===== src/rtl/axi_default_slave.sv =====
// ---------------------------------------------------------------------------
// axi_default_slave
//   AXI default-slave responder. It terminates every transaction the
//   interconnect decoder steers to the unmapped-address port and completes
//   each burst with DECERR so that no master can hang. The read and write
//   channels are fully independent.
//
// Ports
//   ACLK, ARESETn        clock; asynchronous active-low reset
//   AW*  (in)            write address; only AWID is retained
//   AWREADY (out)        high while the write FSM is idle
//   W*   (in)            write data; beats are accepted and discarded
//   WREADY (out)         high while collecting write data
//   BID/BRESP/BVALID     write response (DECERR), held until BREADY
//   AR*  (in)            read address; ARID and ARLEN are retained
//   ARREADY (out)        high while the read FSM is idle
//   RID/RDATA/RRESP/
//   RLAST/RVALID (out)   read beats (zero data, DECERR), ARLEN+1 of them
//   RREADY (in)          read data ready
// ---------------------------------------------------------------------------
module axi_default_slave #(
  parameter int unsigned ID_W   = 8,
  parameter int unsigned ADDR_W = 32,
  parameter int unsigned DATA_W = 32,
  parameter int unsigned LEN_W  = 4
) (
  input  logic                ACLK,
  input  logic                ARESETn,
  // write address channel
  input  logic [ID_W-1:0]     AWID,
  input  logic [ADDR_W-1:0]   AWADDR,
  input  logic [LEN_W-1:0]    AWLEN,
  input  logic [2:0]          AWSIZE,
  input  logic [1:0]          AWBURST,
  input  logic                AWVALID,
  output logic                AWREADY,
  // write data channel
  input  logic [DATA_W-1:0]   WDATA,
  input  logic [DATA_W/8-1:0] WSTRB,
  input  logic                WLAST,
  input  logic                WVALID,
  output logic                WREADY,
  // write response channel
  output logic [ID_W-1:0]     BID,
  output logic [1:0]          BRESP,
  output logic                BVALID,
  input  logic                BREADY,
  // read address channel
  input  logic [ID_W-1:0]     ARID,
  input  logic [ADDR_W-1:0]   ARADDR,
  input  logic [LEN_W-1:0]    ARLEN,
  input  logic [2:0]          ARSIZE,
  input  logic [1:0]          ARBURST,
  input  logic                ARVALID,
  output logic                ARREADY,
  // read data channel
  output logic [ID_W-1:0]     RID,
  output logic [DATA_W-1:0]   RDATA,
  output logic [1:0]          RRESP,
  output logic                RLAST,
  output logic                RVALID,
  input  logic                RREADY
);

  localparam logic [1:0] RESP_OKAY   = 2'b00;
  localparam logic [1:0] RESP_DECERR = 2'b11;

  typedef enum logic [1:0] {
    W_IDLE = 2'd0,
    W_DATA = 2'd1,
    W_RESP = 2'd2
  } w_state_e;

  typedef enum logic {
    R_IDLE = 1'b0,
    R_DATA = 1'b1
  } r_state_e;

  // Address, size, burst, write data and AWLEN play no part in the response.
  logic unused_inputs;
  assign unused_inputs = ^{AWADDR, AWLEN, AWSIZE, AWBURST, WDATA, WSTRB,
                           ARADDR, ARSIZE, ARBURST};

  // -------------------------------------------------------------------------
  // Write channel
  // -------------------------------------------------------------------------
  w_state_e        w_state_q, w_state_d;
  logic [ID_W-1:0] id_w_q, id_w_d;
  logic            awready_q, wready_q, bvalid_q;
  logic [1:0]      bresp_q;

  // Write next-state: the burst ends on WLAST only, AWLEN is not counted.
  always_comb begin
    w_state_d = w_state_q;
    id_w_d    = id_w_q;
    unique case (w_state_q)
      W_IDLE: begin
        if (AWVALID) begin
          id_w_d    = AWID;
          w_state_d = W_DATA;
        end
      end
      W_DATA: begin
        if (WVALID && WLAST) begin
          w_state_d = W_RESP;
        end
      end
      W_RESP: begin
        if (BREADY) begin
          w_state_d = W_IDLE;
        end
      end
      default: w_state_d = W_IDLE;
    endcase
  end

  // Write state and handshake outputs, registered from the next state.
  always_ff @(posedge ACLK or negedge ARESETn) begin
    if (!ARESETn) begin
      w_state_q <= W_IDLE;
      id_w_q    <= '0;
      awready_q <= 1'b1;
      wready_q  <= 1'b0;
      bvalid_q  <= 1'b0;
      bresp_q   <= RESP_OKAY;
    end else begin
      w_state_q <= w_state_d;
      id_w_q    <= id_w_d;
      awready_q <= (w_state_d == W_IDLE);
      wready_q  <= (w_state_d == W_DATA);
      bvalid_q  <= (w_state_d == W_RESP);
      bresp_q   <= (w_state_d == W_RESP) ? RESP_DECERR : RESP_OKAY;
    end
  end

  assign AWREADY = awready_q;
  assign WREADY  = wready_q;
  assign BVALID  = bvalid_q;
  assign BRESP   = bresp_q;
  // id_w_q only changes in W_IDLE, so BID is stable for the whole response.
  assign BID     = id_w_q;

  // -------------------------------------------------------------------------
  // Read channel
  // -------------------------------------------------------------------------
  r_state_e         r_state_q, r_state_d;
  logic [ID_W-1:0]  id_r_q, id_r_d;
  logic [LEN_W-1:0] len_q, len_d;
  logic [LEN_W-1:0] beat_cnt_q, beat_cnt_d;
  logic             arready_q, rvalid_q, rlast_q;
  logic [1:0]       rresp_q;

  // Read next-state: emit len_q+1 beats; the counter never passes len_q,
  // so ARLEN at its maximum does not wrap.
  always_comb begin
    r_state_d  = r_state_q;
    id_r_d     = id_r_q;
    len_d      = len_q;
    beat_cnt_d = beat_cnt_q;
    unique case (r_state_q)
      R_IDLE: begin
        if (ARVALID) begin
          id_r_d     = ARID;
          len_d      = ARLEN;
          beat_cnt_d = '0;
          r_state_d  = R_DATA;
        end
      end
      R_DATA: begin
        if (RREADY) begin
          if (beat_cnt_q == len_q) begin
            r_state_d = R_IDLE;
          end else begin
            beat_cnt_d = beat_cnt_q + LEN_W'(1);
          end
        end
      end
      default: r_state_d = R_IDLE;
    endcase
  end

  // Read state and beat outputs, registered from the next state.
  always_ff @(posedge ACLK or negedge ARESETn) begin
    if (!ARESETn) begin
      r_state_q  <= R_IDLE;
      id_r_q     <= '0;
      len_q      <= '0;
      beat_cnt_q <= '0;
      arready_q  <= 1'b1;
      rvalid_q   <= 1'b0;
      rlast_q    <= 1'b0;
      rresp_q    <= RESP_OKAY;
    end else begin
      r_state_q  <= r_state_d;
      id_r_q     <= id_r_d;
      len_q      <= len_d;
      beat_cnt_q <= beat_cnt_d;
      arready_q  <= (r_state_d == R_IDLE);
      rvalid_q   <= (r_state_d == R_DATA);
      rlast_q    <= (r_state_d == R_DATA) && (beat_cnt_d == len_d);
      rresp_q    <= (r_state_d == R_DATA) ? RESP_DECERR : RESP_OKAY;
    end
  end

  assign ARREADY = arready_q;
  assign RVALID  = rvalid_q;
  assign RLAST   = rlast_q;
  assign RRESP   = rresp_q;
  assign RID     = id_r_q;
  assign RDATA   = '0;

endmodule


===== config.mk =====
export PLATFORM = sky130hd
export DESIGN_NAME = axi_default_slave
export DESIGN_NICKNAME = d
export VERILOG_FILES = /design/src/rtl/axi_default_slave.sv
export SDC_FILE = /design/constraint.sdc
export NUM_CORES = 1
export LEC_CHECK = 0
export ABC_AREA = 1
export CAP_MARGIN = 20
export CORE_MARGIN = 5
export CORE_UTILIZATION = 29
export DETAILED_ROUTE_END_ITERATION = 6
export PLACE_DENSITY = 0.86
export SLEW_MARGIN = 20
export SYNTH_ARGS = -nofsm -noshare
export SYNTH_HDL_FRONTEND = slang
export SYNTH_SLANG_ARGS = --single-unit

===== constraint.sdc =====
create_clock -name ACLK -period 2.1 [get_ports ACLK]
set_input_delay 0.42 -clock ACLK [delete_from_list [all_inputs] [get_ports ACLK]]
set_output_delay 0.42 -clock ACLK [all_outputs]
set_load 0.01 [all_outputs]

Yosys cells after proc, flatten, opt, wreduce, memory -nomap -nowiden
Cells that the tools add are included.

Bits in registers: 36. Latch bits: 0. Memory bits (writable): 0. ROM bits: 0. Memories kept: 0.

Add/sub/neg operators: 1. Multipliers: 0. Div/mod/pow operators: 0. $lt $le $gt $ge: 0. Equal/unequal tests: 6. Shifts and indexed selects: 0. Muxes and demuxes: 16. Bitwise operators: 2. Reductions and logical operators: 6.

Operators with widths (number): 4-bit two-way mux (5); 2-bit two-way mux (5); 4-bit == test (2); 4-bit one-hot mux with 2 select lines (1); 2-bit one-hot mux with 3 select lines (1); 4-bit by 1-bit adder with 4-bit output, second input constant (1); 2-bit by 1-bit == test with 1-bit output, second input constant (2); 2-bit == test, second input constant (2); 2-bit zero test (2); 2-bit AND reduction (2); 1-bit two-way mux (3); 1-bit logical AND (2); 1-bit NOT (2); 1-bit one-hot mux with 2 select lines (1).

Longest topological paths before layout
Gate-level depths: netlist of the first run.

Depth in word-level cells: 6. Gate-level depth with buffers: 12. Gate-level depth less buffers: 12.

Least setup slack after synthesis of the first run
No wires, ideal clock.

Kind: flip-flop to flip-flop. Start point: register, netlist name RRESP[0]. End point: register rlast_q, in the netlist RLAST. Setup time: 0.071 ns. Arrival time: 1.232 ns. Data required time: 2.029 ns. Slack: 0.797 ns. Stages on the path, launching flop included: 9. Buffers on the path: 1. Path through: dfrtp_1 -> nor2_4 -> inv_2 -> buf_6 -> o21ai_1 -> inv_1 -> nand3_1 -> nand3_1 -> nor2_1.

RTL lines: end signal, assigned (line 200) `rlast_q <= (r_state_d == R_DATA) && (beat_cnt_d == len_d);`; end, declared (line 150) `logic arready_q, rvalid_q, rlast_q;`.

Worst setup path after layout of the first run
Start point: register arready_q, in the netlist ARREADY. End point: output port ARREADY.

RTL lines: start, declared (line 150); start signal, assigned (line 198) `arready_q <= (r_state_d == R_IDLE);`; end, declared (line 55) `output logic ARREADY,`.

No word-level cell between the ends.

==> reports/metrics.cfg, run 1 <==
[clocking]
clk_pin_slew_ps = 70
htree_levels = 2
postCtsHoldBufs = 0
cts_tree = built
clock_latency_ps = 280
cts_sinks = 32
cts_buffer_depth = 2
cts_resized = 0
number_of_setup_buffers_added_after_cts = 0
ctsRootBufferMaster = sky130_fd_sc_hd__clkbuf_8
cts_made_buffers = 5

[place]
placer_s_final_routability_congestion_estimate = 0.7989
dp_hpwl_um = 2877
io_buffer_count = 53

[timing]
max_freq_mhz = 574.1
fin_worst_skew_ps = 4.048
timing.setup.tns_ps = 0
min_period_ps = 1742
finalSetupViolCount = 0
whs_ps = 477.0
report.final.slew_viol_count = 0
rsz_0062_raised_after_global_routing = no
timing.final.crit_share_pct = 82.95
hold_viol_final = 0

[global_routing]
grt_remaining_overflow = 0
grt_start_max_net_pins = 33
initial_antenna_violation_count = 0
track_usage_pct = 10.22
number_of_global_route_vias_before_repair = 1305
grt_pass1_wl_um = 5837

[synth]
synth-edff-count = 0
synth_cells = 193
synth_area_leader_cell = sky130_fd_sc_hd__dfrtp_1
ys_top_cells_by_area = sky130_fd_sc_hd__dfrtp_1 44%, sky130_fd_sc_hd__buf_4 16%, sky130_fd_sc_hd__nand2_1 11%
synth-async-reset-ratio_pct = 100.0
synth.top_cells.by_count = 51 x sky130_fd_sc_hd__nand2_1, 36 x sky130_fd_sc_hd__buf_4, 30 x sky130_fd_sc_hd__dfrtp_1
synth.yosys.warnings = 0
yosys_register_bits = 32
synth_top_area_share_pct = 43.80
share_of_synthesized_area_occupied_by_flip_flops_and_latches_pct = 46.86
synth_most_common_cell = sky130_fd_sc_hd__nand2_1
post_synth_instance_area_um2 = 1714
syn_area_per_cell_um2 = 8.882
synthDistinctLibCells = 23
synth-main-ff-cell = sky130_fd_sc_hd__dfrtp_1

[routing]
dr.first_iter.drc_count = 61
detail_route.drc_violations = 0
first_pass_iters = 4
ant_nets = 0
viasPerCell = 4.145
via_count = 1343
final_routed_wirelength_um = 3749
wire_per_inst_um = 11.57

[floorplan]
fp-row-count = 28
io_pins = 200
dieHeight_um = 86.88
chipWidth_um = 86.88
core_area_um2 = 5851
die_area_um2 = 7548
starting_density_of_the_core_pct = 29.30

[flow_run]
timing.max_cap.violations = 0

[critical_path]
max_stage_delay_ps = 530
critPathTopFamily = buffers and inverters
timing.critical_path.required_ps = 1680
critPathCaptureType = output port
critical_path_buf_inv_count = 1
critical_path.cell_chain = clkdlybuf4s50_1
timing.critical_path.fanout_max = 1
crit_path_start_kind = flop
worst_ep_arrival_time_ps = 1320
criticalPathCategory = reg -> out
worst_path_max_delay_cell = sky130_fd_sc_hd__clkdlybuf4s50_1

[pwr]
peakVddDrop_v = 0.0006309
power_density_nw_per_um2 = 1370
swShare_pct = 37.44
total_switching_power_mw = 1.173
clock_power_share_pct = 16.2
internal_power_mw = 1.960
seqPwrFrac_pct = 34.7
leakage_component_of_the_power_nw = 1.114
gate_power_share_pct = 49.1

[final_layout]
post_route_cells_drive_above_1_share_pct = 16.47
net_count_reported_at_finish = 392
syn_to_final_growth_pct = 33.43
final_core_util_pct = 39.09
antennaDiodeCount = 0

[run_status]
run_status = finished, final reports clean

[min_path]
hold_path.class = reg -> reg

## cell families after synthesis
group                      count (synthesis)  synth area share, %
and+or+nand+nor                           86                23.36
buffers and inverters                     56                20.66
DFF                                       32                46.86
AOI/OAI and AO/OA                          9                2.919
muxes                                      8                5.256
adders and majority gates                  1               0.7298
other                                      1               0.2188
## registers in the layout, indices dropped and copies added (netlist names)
name	flops
ARREADY	1
AWREADY	1
BID	8
BRESP	1
RID	8
RLAST	1
RRESP	1
WREADY	1
beat_cnt_q	4
len_q	4
w_state_q	2
## metrics by stage
| step | total power [mW] | cell area (µm²) | setup slack [ps] | instances |
|---|---|---|---|---|
| after CTS | 3.184 | 2287 | 329.6 | 324 |
| after detailed placement | 2.646 | 2191 | 232.2 | 317 |
| final | 3.133 | 2287 | 358.1 | 324 |
| after global placement | 2.586 | 2191 | 263.0 | 317 |
| after floorplan | 2.029 | 1831 | 797.1 | 224 |
| after global routing | 3.397 | 2287 | 301.6 | 324 |
## power groups by stage
stage / logic [mW] / clock network (mW) / registers [mW]
after floorplan: 0.853 / 0 / 1.18
after global placement: 1.51 / 0 / 1.08
after detailed placement: 1.55 / 0 / 1.09
after CTS: 1.56 / 0.538 / 1.09
after global routing: 1.71 / 0.562 / 1.13
final: 1.54 / 0.508 / 1.09
## final timing paths
kind	startpoint	endpoint	slack [ps]	depth (start not counted)
max in group asynchronous	ARESETn	ARREADY	1230	2
min reg2reg	RID[6]	RID[6]	480	2
max	ARREADY	ARREADY	360	1
max reg2reg	RRESP[0]	RLAST	670	8
min	RID[6]	RID[6]	480	2
min in group asynchronous	ARESETn	BID[2]	540	2
## layer usage
metal / global-route usage [%] / part of all wire, % / vias up
met5: 0 / 0 / -
met4: 4.249 / 1.5 / 0
met3: 6.906 / 16 / 5
met2: 15.73 / 46 / 69
met1: 10.92 / 36 / 625
li1: - / - / 644
## layout by cell type (no fill, tap or decap), drive strengths merged
cell type and count:
a21oi 3, buf 3, clkbuf 7, clkdlybuf4s50 53, conb 32, dfrtp 30
dfstp 2, ha 1, inv 18, mux2 8, nand2 61, nand3 11
nand4 3, nor2 10, nor3 1, o21ai 4, o31ai 2
## area by class of cell
cell class | count | area, µm²
fill | 584 | 3563
sequential | 32 | 803.3
multi-input combinational | 136 | 673.1
timing repair buffer | 56 | 553.0
clock buffer | 7 | 96.34
tap | 75 | 93.84
inverter | 18 | 67.56
No activity file was read; power rests on OpenSTA's default activity.
==> run 2, diff against run 1 <==
CORE_UTILIZATION = 24   (was 29)
PLACE_DENSITY = 0.76   (was 0.86)
clock period = 1.58 ns   (was 2.1 ns; I/O delays follow)
==> run 2 against run 1 <==
Compared with the run above:
- final cell count increased by 8.6%
- combinational power up 38%
- wire length is 1.0% higher
- highest routed layer is now met3
- sequential share of layout area down 1.4 points
- sequential power increased by 32%
- first-iteration DRC count shrank 1.6%
- utilization shrank 4.4 points
- critical path type unchanged
- sequential cell count is the same
- register-to-register slack got worse by 550 ps
- power grew 35%
- hold slack lost 74 ps
- die area up 18%
==> reports/metrics.cfg, run 2 (synthesized netlist as in run 1, its figures left out) <==
[global_routing]
grt_remaining_overflow = 0
initial_antenna_violation_count = 0
grt_pass1_wl_um = 5982
met2_usage_grt_pct = 13.59
grt_busiest_layer = met2
grt_met3_usage_pct = 5.179
number_of_global_route_vias_before_repair = 1303
grt_start_max_net_pins = 33
track_usage_pct = 8.507
grt_util_met1_pct = 9.774

[critical_path]
timing.critical_path.fanout_max = 4
critical_path_buf_inv_count = 1
max_stage_delay_ps = 550
origin_of_the_critical_flop_to_flop_path = RRESP[0]
critPathCaptureType = output port
timing.critical_path.required_ps = 1260
worst-path-stages = 1
critical_path.cell_chain = clkdlybuf4s50_1
critPathTopFamily = buffers and inverters
criticalPathCategory = reg -> out
cp-startpoint = RRESP[0]
crit_end = RVALID
crit_path_start_kind = flop
r2r_cells = 9
r2r_end = RLAST
worst_ep_arrival_time_ps = 1230
r2r_setup_slack_ps = 120
worst_path_max_delay_cell = sky130_fd_sc_hd__clkdlybuf4s50_1

[timing]
rsz_0062_raised_after_global_routing = no
timing.final.crit_share_pct = 97.54
min_period_ps = 1541
timing.setup.tns_ps = 0
fin_worst_skew_ps = 5.674
hold_viol_final = 0
whs_ps = 402.7
report.final.slew_viol_count = 0
max_freq_mhz = 648.9
finalSetupViolCount = 0
worst_slack_ps = 38.92

[final_layout]
antennaDiodeCount = 0
final_core_util_pct = 34.72
layout_commonest_cell = sky130_fd_sc_hd__nand2_1
syn_to_final_growth_pct = 39.12
most_frequent_cells_in_the_layout = 51 x sky130_fd_sc_hd__nand2_1, 49 x sky130_fd_sc_hd__clkdlybuf4s50_1, 32 x sky130_fd_sc_hd__conb_1, 29 x sky130_fd_sc_hd__dfrtp_1
net_count_reported_at_finish = 398
num-fill-cells = 718
post_route_cells_drive_above_1_share_pct = 19.92
layout.cells.non_filler = 352

[place]
pre_cts_slack_ps = -139.6
placer_s_final_routability_congestion_estimate = 0.8826
dp_hpwl_um = 3022
post-place-cells = 343
io_buffer_count = 53

[pwr]
power_density_nw_per_um2 = 1768
seqPwrFrac_pct = 34.3
total_switching_power_mw = 1.592
clock_power_share_pct = 15.5
internal_power_mw = 2.623
swShare_pct = 37.77
leakage_component_of_the_power_nw = 1.172
gate_power_share_pct = 50.3
peakVddDrop_v = 0.0009227

[floorplan]
core_area_um2 = 6869
chipWidth_um = 94.51
die_area_um2 = 8932
fp-row-count = 30
dieHeight_um = 94.51
io_pins = 200
starting_density_of_the_core_pct = 24.95

[clocking]
cts_buffer_depth = 2
cts_made_buffers = 5
clk_pin_slew_ps = 70
htree_levels = 2
ctsRootBufferMaster = sky130_fd_sc_hd__clkbuf_8
postCtsHoldBufs = 0
cts_tree = built
clock_latency_ps = 280
cts_sinks = 32

[routing]
via_count = 1348
final_routed_wirelength_um = 3788
wire_per_inst_um = 10.76
viasPerCell = 3.830
detail_route.drc_violations = 0
ant_nets = 0
dr.first_iter.drc_count = 60
first_pass_iters = 4

[min_path]
hold_path.class = in -> async

[run_status]
run_status = finished, final reports clean

[flow_run]
timing.max_cap.violations = 0

run 2: layout make-up:
type | instances | area (µm²) | area share [%]
clock inverter | 2 | 10.01 | 0.4197
clock buffer | 6 | 82.58 | 3.463
timing repair buffer | 62 | 616.8 | 25.87
multi-input combinational | 136 | 680.7 | 28.54
sequential | 32 | 804.5 | 33.74
tap | 96 | 120.1 | 5.037
inverter | 18 | 70.07 | 2.938
run 2: routing by layer:
layer | share of wire [%] | up-vias
met5 | 0 | -
met4 | 0 | 0
met3 | 16 | 0
met2 | 47 | 69
met1 | 37 | 621
li1 | - | 658
run 2: worst min-delay path by stage:
stage               startpoint            end  slack [ps]  depth (start not counted)
floorplan              ARESETn         BID[0]          20                          0
global placement        RID[0]         RID[0]         460                          2
detailed placement      RID[0]         RID[0]         470                          2
CTS                    ARESETn         RID[1]         400                          2
global route           ARESETn  beat_cnt_q[3]         410                          2
finish                 ARESETn  beat_cnt_q[3]         400                          2
run 2: repair_timing:
item | in CTS | in global routing
setup buffers | 1 | 0
pin swaps | 0 | 1
resized for setup | 3 | 6
setup endpoints to repair | 5 | 5
run 2: metrics by stage:
step | power, mW | area (µm²)
after floorplan | 2.696 | 1831
after CTS | 4.268 | 2366
final | 4.216 | 2385
after global placement | 3.520 | 2267
after detailed placement | 3.585 | 2267
after global routing | 4.583 | 2385
run 2: power by group through the flow:
stage	clock, mW	combinational [mW]	sequential (mW)
2_1_floorplan	0	1.13	1.56
3_3_place_gp	0	2.08	1.44
3_5_place_dp	0	2.11	1.48
4_1_cts	0.679	2.13	1.46
5_1_grt	0.712	2.37	1.50
6_report	0.653	2.12	1.44
